`config.mk`:
```
export PLATFORM = sky130hd
export DESIGN_NAME = font_writer
export DESIGN_NICKNAME = d
export VERILOG_FILES = /design/src/rtl/font_writer_pkg.sv /design/src/rtl/font_rom.sv /design/src/rtl/font_writer.sv
export SDC_FILE = /design/constraint.sdc
export NUM_CORES = 1
export LEC_CHECK = 0
export ABC_AREA = 1
export BUFFER_PORTS_ARGS = -buffer_cell sky130_fd_sc_hd__buf_4
export CORE_MARGIN = 2
export CORE_UTILIZATION = 58
export CTS_BUF_LIST = sky130_fd_sc_hd__clkbuf_4
export DETAILED_ROUTE_END_ITERATION = 8
export HOLD_SLACK_MARGIN = 0.08
export PLACE_DENSITY = 0.87
export SLEW_MARGIN = 20
export SYNTH_ARGS = -nofsm -noshare
export SYNTH_HDL_FRONTEND = slang
export SYNTH_SLANG_ARGS = --single-unit
export TNS_END_PERCENT = 100
```
`constraint.sdc`:
```
create_clock -name Clock -period 8.5 [get_ports Clock]
set_input_delay 1.7 -clock Clock [delete_from_list [all_inputs] [get_ports Clock]]
set_output_delay 1.7 -clock Clock [all_outputs]
set_load 0.01 [all_outputs]
```
`src/rtl/font_writer_pkg.sv`:
```
// Shared constants, FSM encoding and helper functions for the font writer.
// The FW_BG_CLEAR_EN macro (see font_writer.sv) selects opaque-background drawing.
package font_writer_pkg;

  localparam int SCREEN_W   = 320;
  localparam int SCREEN_H   = 240;
  localparam int TEXT_COLS  = 40;
  localparam int TEXT_ROWS  = 30;
  localparam int GLYPH_SIZE = 8;
  localparam int FB_ADDR_W  = $clog2(SCREEN_W * SCREEN_H);
  localparam logic [5:0] DELIM_CODE = 6'd63;

  typedef enum logic [2:0] {
    ST_IDLE  = 3'd0,
    ST_FETCH = 3'd1,
    ST_LOAD  = 3'd2,
    ST_PIXEL = 3'd3,
    ST_DONE  = 3'd4
  } fw_state_t;

  // Glyph table contents: code 0 is blank, code 1 is two vertical bars.
  function automatic logic [7:0] glyph_row(input logic [5:0] code, input logic [2:0] row);
    logic [7:0] row_bits;
    if (code == 6'd0) begin
      row_bits = 8'h00;
    end else if (code == 6'd1) begin
      row_bits = 8'h81;
    end else begin
      row_bits = ({2'b00, code} * 8'd29) + ({5'b00000, row} * 8'd53) + 8'd7;
    end
    return row_bits;
  endfunction

  function automatic logic [16:0] pixel_addr(input logic [5:0] cx, input logic [4:0] cy,
                                             input logic [2:0] row, input logic [2:0] col);
    logic [16:0] py;
    logic [16:0] px;
    py = {9'd0, cy, 3'd0} + {14'd0, row};
    px = {8'd0, cx, 3'd0} + {14'd0, col};
    return (py * 17'(SCREEN_W)) + px;
  endfunction

endpackage

```
`src/rtl/font_rom.sv`:
```
// 512x8 glyph table addressed by {code,row}, one-cycle registered output.
module font_rom
  import font_writer_pkg::*;
(
  input  logic       clk,
  input  logic [8:0] addr,
  output logic [7:0] data
);

  // Registered table read.
  always_ff @(posedge clk) begin
    data <= glyph_row(addr[8:3], addr[2:0]);
  end

endmodule

```
`src/rtl/font_writer.sv`:
```
// Draws one 8x8 glyph into a 320x240 1-bit frame buffer at the text cursor.
// Define FW_BG_CLEAR_EN to also write background (0) pixels; timing is unchanged.
module font_writer
  import font_writer_pkg::*;
(
  input  logic                 Clock,
  input  logic                 Reset,
  input  logic                 FWStart,
  input  logic [5:0]           CharNumber,
  input  logic                 FWColor,
  input  logic                 CursorSet,
  input  logic [5:0]           CursorX,
  input  logic [4:0]           CursorY,
  output logic                 FWEnd,
  output logic                 Busy,
  output logic                 FBWrite,
  output logic [FB_ADDR_W-1:0] FBAddr,
  output logic                 FBData,
  input  logic                 FBAck
);

`ifdef FW_BG_CLEAR_EN
  localparam logic BG_CLEAR = 1'b1;
`else
  localparam logic BG_CLEAR = 1'b0;
`endif

  fw_state_t   state_r;
  logic [5:0]  code_r;
  logic        color_r;
  logic [2:0]  row_r;
  logic [2:0]  col_r;
  logic [7:0]  bits_r;
  logic [5:0]  cur_x_r;
  logic [4:0]  cur_y_r;

  logic [8:0]  rom_addr_s;
  logic [7:0]  rom_data_s;
  logic [2:0]  nxt_col_s;
  logic [7:0]  nxt_bits_s;
  logic        nxt_bit_s;
  logic        nxt_wr_s;
  logic        nxt_data_s;
  logic [16:0] nxt_addr_s;
  logic        pixel_done_s;

  assign rom_addr_s = {code_r, row_r};

  font_rom u_rom (
    .clk  (Clock),
    .addr (rom_addr_s),
    .data (rom_data_s)
  );

  // Next pixel to present: column 0 straight from the ROM in LOAD, else col+1 from the latched row.
  always_comb begin
    nxt_col_s  = 3'd0;
    nxt_bits_s = 8'h00;
    if (state_r == ST_LOAD) begin
      nxt_col_s  = 3'd0;
      nxt_bits_s = rom_data_s;
    end else begin
      nxt_col_s  = col_r + 3'd1;
      nxt_bits_s = bits_r;
    end
    nxt_bit_s    = nxt_bits_s[3'd7 - nxt_col_s];
    nxt_wr_s     = nxt_bit_s | BG_CLEAR;
    nxt_data_s   = nxt_bit_s & color_r;
    nxt_addr_s   = pixel_addr(cur_x_r, cur_y_r, row_r, nxt_col_s);
    pixel_done_s = ~FBWrite | FBAck;
  end

  // Glyph FSM with registered frame-buffer handshake and status outputs.
  always_ff @(posedge Clock) begin
    if (Reset) begin
      state_r <= ST_IDLE;
      code_r  <= 6'd0;
      color_r <= 1'b0;
      row_r   <= 3'd0;
      col_r   <= 3'd0;
      bits_r  <= 8'h00;
      cur_x_r <= 6'd0;
      cur_y_r <= 5'd0;
      FWEnd   <= 1'b0;
      Busy    <= 1'b0;
      FBWrite <= 1'b0;
      FBAddr  <= '0;
      FBData  <= 1'b0;
    end else begin
      case (state_r)
        ST_IDLE: begin
          FWEnd <= 1'b0;
          if (CursorSet) begin
            cur_x_r <= CursorX;
            cur_y_r <= CursorY;
          end
          if (FWStart) begin
            code_r  <= CharNumber;
            color_r <= FWColor;
            row_r   <= 3'd0;
            Busy    <= 1'b1;
            state_r <= ST_FETCH;
          end
        end
        ST_FETCH: begin
          if (code_r == DELIM_CODE) begin
            FWEnd   <= 1'b1;
            state_r <= ST_DONE;
          end else begin
            state_r <= ST_LOAD;
          end
        end
        ST_LOAD: begin
          bits_r  <= rom_data_s;
          col_r   <= nxt_col_s;
          FBWrite <= nxt_wr_s;
          FBAddr  <= nxt_addr_s;
          FBData  <= nxt_data_s;
          state_r <= ST_PIXEL;
        end
        ST_PIXEL: begin
          if (pixel_done_s) begin
            if (col_r != 3'(GLYPH_SIZE - 1)) begin
              col_r   <= nxt_col_s;
              FBWrite <= nxt_wr_s;
              FBAddr  <= nxt_addr_s;
              FBData  <= nxt_data_s;
            end else begin
              FBWrite <= 1'b0;
              if (row_r != 3'(GLYPH_SIZE - 1)) begin
                row_r   <= row_r + 3'd1;
                state_r <= ST_FETCH;
              end else begin
                FWEnd   <= 1'b1;
                state_r <= ST_DONE;
              end
            end
          end
        end
        ST_DONE: begin
          FWEnd   <= 1'b0;
          Busy    <= 1'b0;
          state_r <= ST_IDLE;
          // The delimiter code never moves the cursor.
          if (code_r != DELIM_CODE) begin
            if (cur_x_r == 6'(TEXT_COLS - 1)) begin
              cur_x_r <= 6'd0;
              cur_y_r <= (cur_y_r == 5'(TEXT_ROWS - 1)) ? 5'd0 : cur_y_r + 5'd1;
            end else begin
              cur_x_r <= cur_x_r + 6'd1;
            end
          end
        end
        default: begin
          FWEnd   <= 1'b0;
          Busy    <= 1'b0;
          FBWrite <= 1'b0;
          state_r <= ST_IDLE;
        end
      endcase
    end
  end

endmodule

```
# Yosys cells after proc, flatten, opt, wreduce, memory -nomap -nowiden

Cells that the tools add are included.

Add/sub/neg operators: 10
Multipliers: 3
$lt $le $gt $ge: 1
Equal/unequal tests: 21
Muxes and demuxes: 44
Bitwise gates (word level): 6
Reduce and logical (&&, ||, !) cells: 17

Operators by type and width:

| kind                 | number |
|---|---|
| $mux 3               | 12 |
| $mux 17              | 2 |
| $pmux 17 s2          | 1 |
| $mux 5               | 4 |
| $ne 2x2->1 const B   | 10 |
| $mux 6               | 3 |
| $add 17x10->17       | 1 |
| $mux 8               | 2 |
| $eq 6x6->1 const B   | 2 |
| $pmux 3 s2           | 2 |
| $pmux 3 s4           | 1 |
| $pmux 6 s2           | 1 |
| $mul 9x3->11 const B | 1 |
| $add 9x3->10         | 1 |
| $mux 1               | 10 |
| $pmux 5 s2           | 1 |
| $reduce_and 5->1     | 2 |
| $add 8x3->9          | 1 |
| $reduce_and 3->1     | 3 |
| $add 8x3->8 const B  | 1 |
| $add 8x8->8          | 1 |
| $mul 3x6->8 const B  | 1 |
| $mul 6x5->8 const B  | 1 |
| $add 3x1->3 const B  | 2 |
| 24 further kinds     | 36 |

Register bits after elaboration: 64
Bits of input ports: 23
Output and inout bits: 21
Logic and storage cells: 117

# Logic depth before layout (Yosys ltp)

Depth in word-level cells: 9
Mapped depth: 16

# Hierarchy

Synthesis repeated with hierarchy kept, for this count alone.

Cell total of the unflattened synthesis: 623
Area, all modules: 4423.0 µm²

By module, submodules not included:

| module      | instances | cells each | area an instance (µm²) | seq. area each (µm²) |
|---|---|---|---|---|
| font_writer | 1         | 447        | 3111.7                 | 1061.0 |
| font_rom    | 1         | 176        | 1311.3                 | 160.2 |

# Worst setup path after synthesis

No wires, ideal clock.

Path kind: register -> register
From: reg code_r[2]
To: reg u_rom.data[7]
Library setup time: 0.109 ns
Arrival: 3.373 ns
Required time: 8.391 ns
Path slack: 5.018 ns
Cell stages (with the launch flop): 15
Path through: dfxtp_1 > fa_1 > inv_1 > fa_1 > fa_1 > inv_1 > fa_1 > ha_1 > a21oi_1 > o21ai_0 > a21oi_1 > nand3b_1 > nand3_1 > nand2_1 > inv_1

Cells in the longest elaborated chain, start to end: 4
Elaborated cells between the ends (all ways): 6
Classes of those cells: add/sub (2); mul (1); eq/ne (1); mux (1); reduce/logical (1)

Ends and longest elaborated chain:

| element                | RTL line              | source |
|---|---|---|
| from (decl)            | font_writer.sv:29     | `logic [5:0] code_r;` |
| from (signal assigned) | font_writer.sv:98     | `code_r <= CharNumber;` |
| $mul 6x5->8            | font_writer_pkg.sv:29 | `row_bits = ({2'b00, code} * 8'd29) + ({5'b00000, row} * 8'd53) + 8'd7;` |
| $add 8x8->8            | font_writer_pkg.sv:29 |  |
| $add 8x3->8            | font_writer_pkg.sv:29 |  |
| $mux 8                 | font_writer_pkg.sv:26 | `end else if (code == 6'd1) begin` |
| to (signal assigned)   | font_rom.sv:12        | `data <= glyph_row(addr[8:3], addr[2:0]);` |
| to (decl)              | font_rom.sv:7         | `output logic [7:0] data` |

Several ways; a longest one is shown, not always the timed one.
A chain may end at the register's enable or synchronous reset.

# Worst setup path after layout

Ends and elaborated chain as after synthesis.

==> qor.csv <==
metric,value,unit
run_status,"finished, final reports clean",
final_max_slew_viol_count,0,
final_cell_mix,"81 x inv_1, 81 x nand2_1, 61 x dfxtp_1",
die_w,89.1,um
place.gp.congestion,0.956,
worst-path-buf-inv,3,
intPower,0.985,mW
cts_tree,built,
p_per_area,409,mW/mm^2
yosys.cell_types.count,40,
dp_worst_setup_slack,4.78,ns
layout-drive-gt1-share,12.5,%
core,0.00714,sq mm
grt_use_total,25.2,%
path_cells,fa_1 -> inv_1 -> fa_1 -> fa_1 -> inv_1 -> fa_1 -> ha_1 -> a21oi_1 -> o21ai_0 -> a21oi_1 -> nand3b_1 -> nand3_1 -> nand2_1 -> inv_1,
max_stage_delay,0.57,ns
port_buffers,43,
cts_inserted_buffers,9,
power,1.93,mW
fmax,265,MHz
grt_setup_unrepaired,false,
postCtsSetupRepairBufs,0,
num_antenna_cells,0,
synth_fp_nets,637,
vias,3732,
stdcell_count,698,
postSynthAreaPerCell,7.59,sq um
worstPathArrival,4.09,ns
cts_sinks,61,
p_comb_share,61.8,%
fin_skew,0.00953,ns
finalHoldViolCount,0,
pin_count,44,
hpwlAfterDp,7.30,mm
worst_pin_slew,0.729,ns
ant_nets,0,
required,8.82,ns
wirelength,9.48,mm
num_rows,31,
multiInputGateArea,0.00256,sq mm
cp_max_fo,7,
htreeDepth,3,
drt-vias-per-instance,5.35,
clkPwrFrac,12.2,%
cp_slowest_cell,fa_1,
setup_ws,4.73,ns
hold_path_class,flip-flop to flip-flop,
hold_slack,0.471,ns
power.share.sequential,25.9,%
wl_per_cell,13.6,um
p_leak,2.33,nW
grt_pass1_wl,15.6,mm
grt-ovfl-total,0,
endpoint_kind,flip-flop,
ys_warn_count,0,
regArea,0.00122,sq mm
antenna_found_initial,0,
final-setup-viol-count,0,
place_area,0.00456,sq mm
syn_area,0.00420,sq mm
place_inst,682,
grt_pass1_vias,3449,
fin_crit_sh,44.3,%
drt_first_iter_violations,260,
final_util,66.1,%
ctsResizeCount,0,
first_pass_iters,5,
nFillCells,618,
die-area,0.00793,sq mm
ir_drop,0.153,mV
drc,0,
root_buffer,clkbuf_4,
initial_core_util,58.8,%
switchingPower,0.947,mW
ys_seq_area_share,29.1,%
max_cap_viol_count,0,
tns,0,ns
cp_common_cell,fa_1,
swShare,49.0,%
cp-start-kind,flip-flop,
die_h,89.1,um
cts.path.max_buffers,2,
cp_top_family,adder cells,
areaGrowthSynthToFinish,12.4,%
syn_inst,553,
clkLatencyLatePin,0.42,ns
design_area,0.00472,sq mm
relSlewSlack,51.3,%
clk_pin_slew,0.11,ns
crit_type,flip-flop to flip-flop,
holdBufCountCts,0,
ys_seq_elements,61,
fin_nets,678,
grt_max_degree,30,
layout_min_cycle_time,3.77,ns
[tightest hold or removal path, cell delays in order, from the launching register on]
cell     delay, ns
dfxtp_1       0.32
nand2_1       0.06
a21oi_1       0.06
[area by class of cell]
class | instances | share of cell area, %
Clock inverter | 7 | 1.91
Timing Repair Buffer | 43 | 6.84
Multi-Input combinational cell | 392 | 54.3
Clock buffer | 9 | 1.43
Inverter | 87 | 6.98
Sequential cell | 61 | 25.9
Tap cell | 99 | 2.63
[power by group through the flow]
stage	combinational (mW)	sequential [mW]	clock, mW
floorplan	0.882	0.498	0
global placement	1.11	0.501	0
detailed placement	1.17	0.507	0
CTS	1.19	0.500	0.236
global route	1.37	0.515	0.252
finish	1.19	0.501	0.236
[metal layers]
| layer | track usage, % | part of all wire, % | vias to the layer above |
|---|---|---|---|
| li1 | - | - | 1885 |
| met2 | 42.5 | 48 | 110 |
| met5 | 0 | 0 | - |
| met4 | 7.73 | 1.6 | 0 |
| met1 | 33.4 | 46 | 1725 |
| met3 | 3.97 | 4.3 | 12 |
[synth_stat cells (all sizes together)]
master / instances / area (sq um)
inv: 87 / 329
nand2: 83 / 322
dfxtp: 61 / 1220
a21oi: 56 / 280
nor2: 56 / 236
o21ai: 51 / 259
ha: 44 / 551
nand3: 36 / 193
fa: 17 / 340
xor2: 12 / 113
a211oi: 7 / 52.6
buf: 7 / 61.3
xnor2: 7 / 61.3
clkbuf: 6 / 22.5
nand4: 6 / 37.5
a31oi: 3 / 18.8
nor3: 3 / 15.0
or2: 3 / 18.8
nand3b: 2 / 15.0
a21boi: 1 / 7.51
a21o: 1 / 7.51
a221oi: 1 / 8.76
and2: 1 / 6.26
nor3b: 1 / 7.51
o211ai: 1 / 12.5
[sequential cells by signal, indices dropped and copies added (netlist names)]
| register | flops |
|---|---|
| color_r | 1 |
| FBAddr | 17 |
| code_r | 6 |
| bits_r | 8 |
| Busy | 1 |
| FWEnd | 1 |
| row_r | 3 |
| u_rom.data | 8 |
| FBWrite | 1 |
| FBData | 1 |
| cur_x_r | 6 |
| cur_y_r | 5 |
| state_r | 3 |
[cell families after synthesis]
group	Yosys count	share of synthesized area, %
AND/OR/NAND/NOR	191	20.3
adder cells (fa/ha/maj)	61	21.2
XOR/XNOR	19	4.14
buffers and inverters	100	9.84
AO/OA/AOI/OAI	121	15.4
flip-flops	61	29.1
[worst paths after layout]
kind                                                from                       end  slack, ns  cells past startpoint
worst max register to register    code_r[2]$_SDFFE_PP0P_  u_rom.data[7]$_SDFF_PP0_       4.73                     14
worst min register to register  u_rom.data[4]$_SDFF_PP0_      bits_r[4]$_SDFF_PP0_       0.47                      2
worst max-delay path              code_r[2]$_SDFFE_PP0P_  u_rom.data[7]$_SDFF_PP0_       4.73                     14
worst min-delay path            u_rom.data[4]$_SDFF_PP0_      bits_r[4]$_SDFF_PP0_       0.47                      2
(Power assumes the default switching activity.)
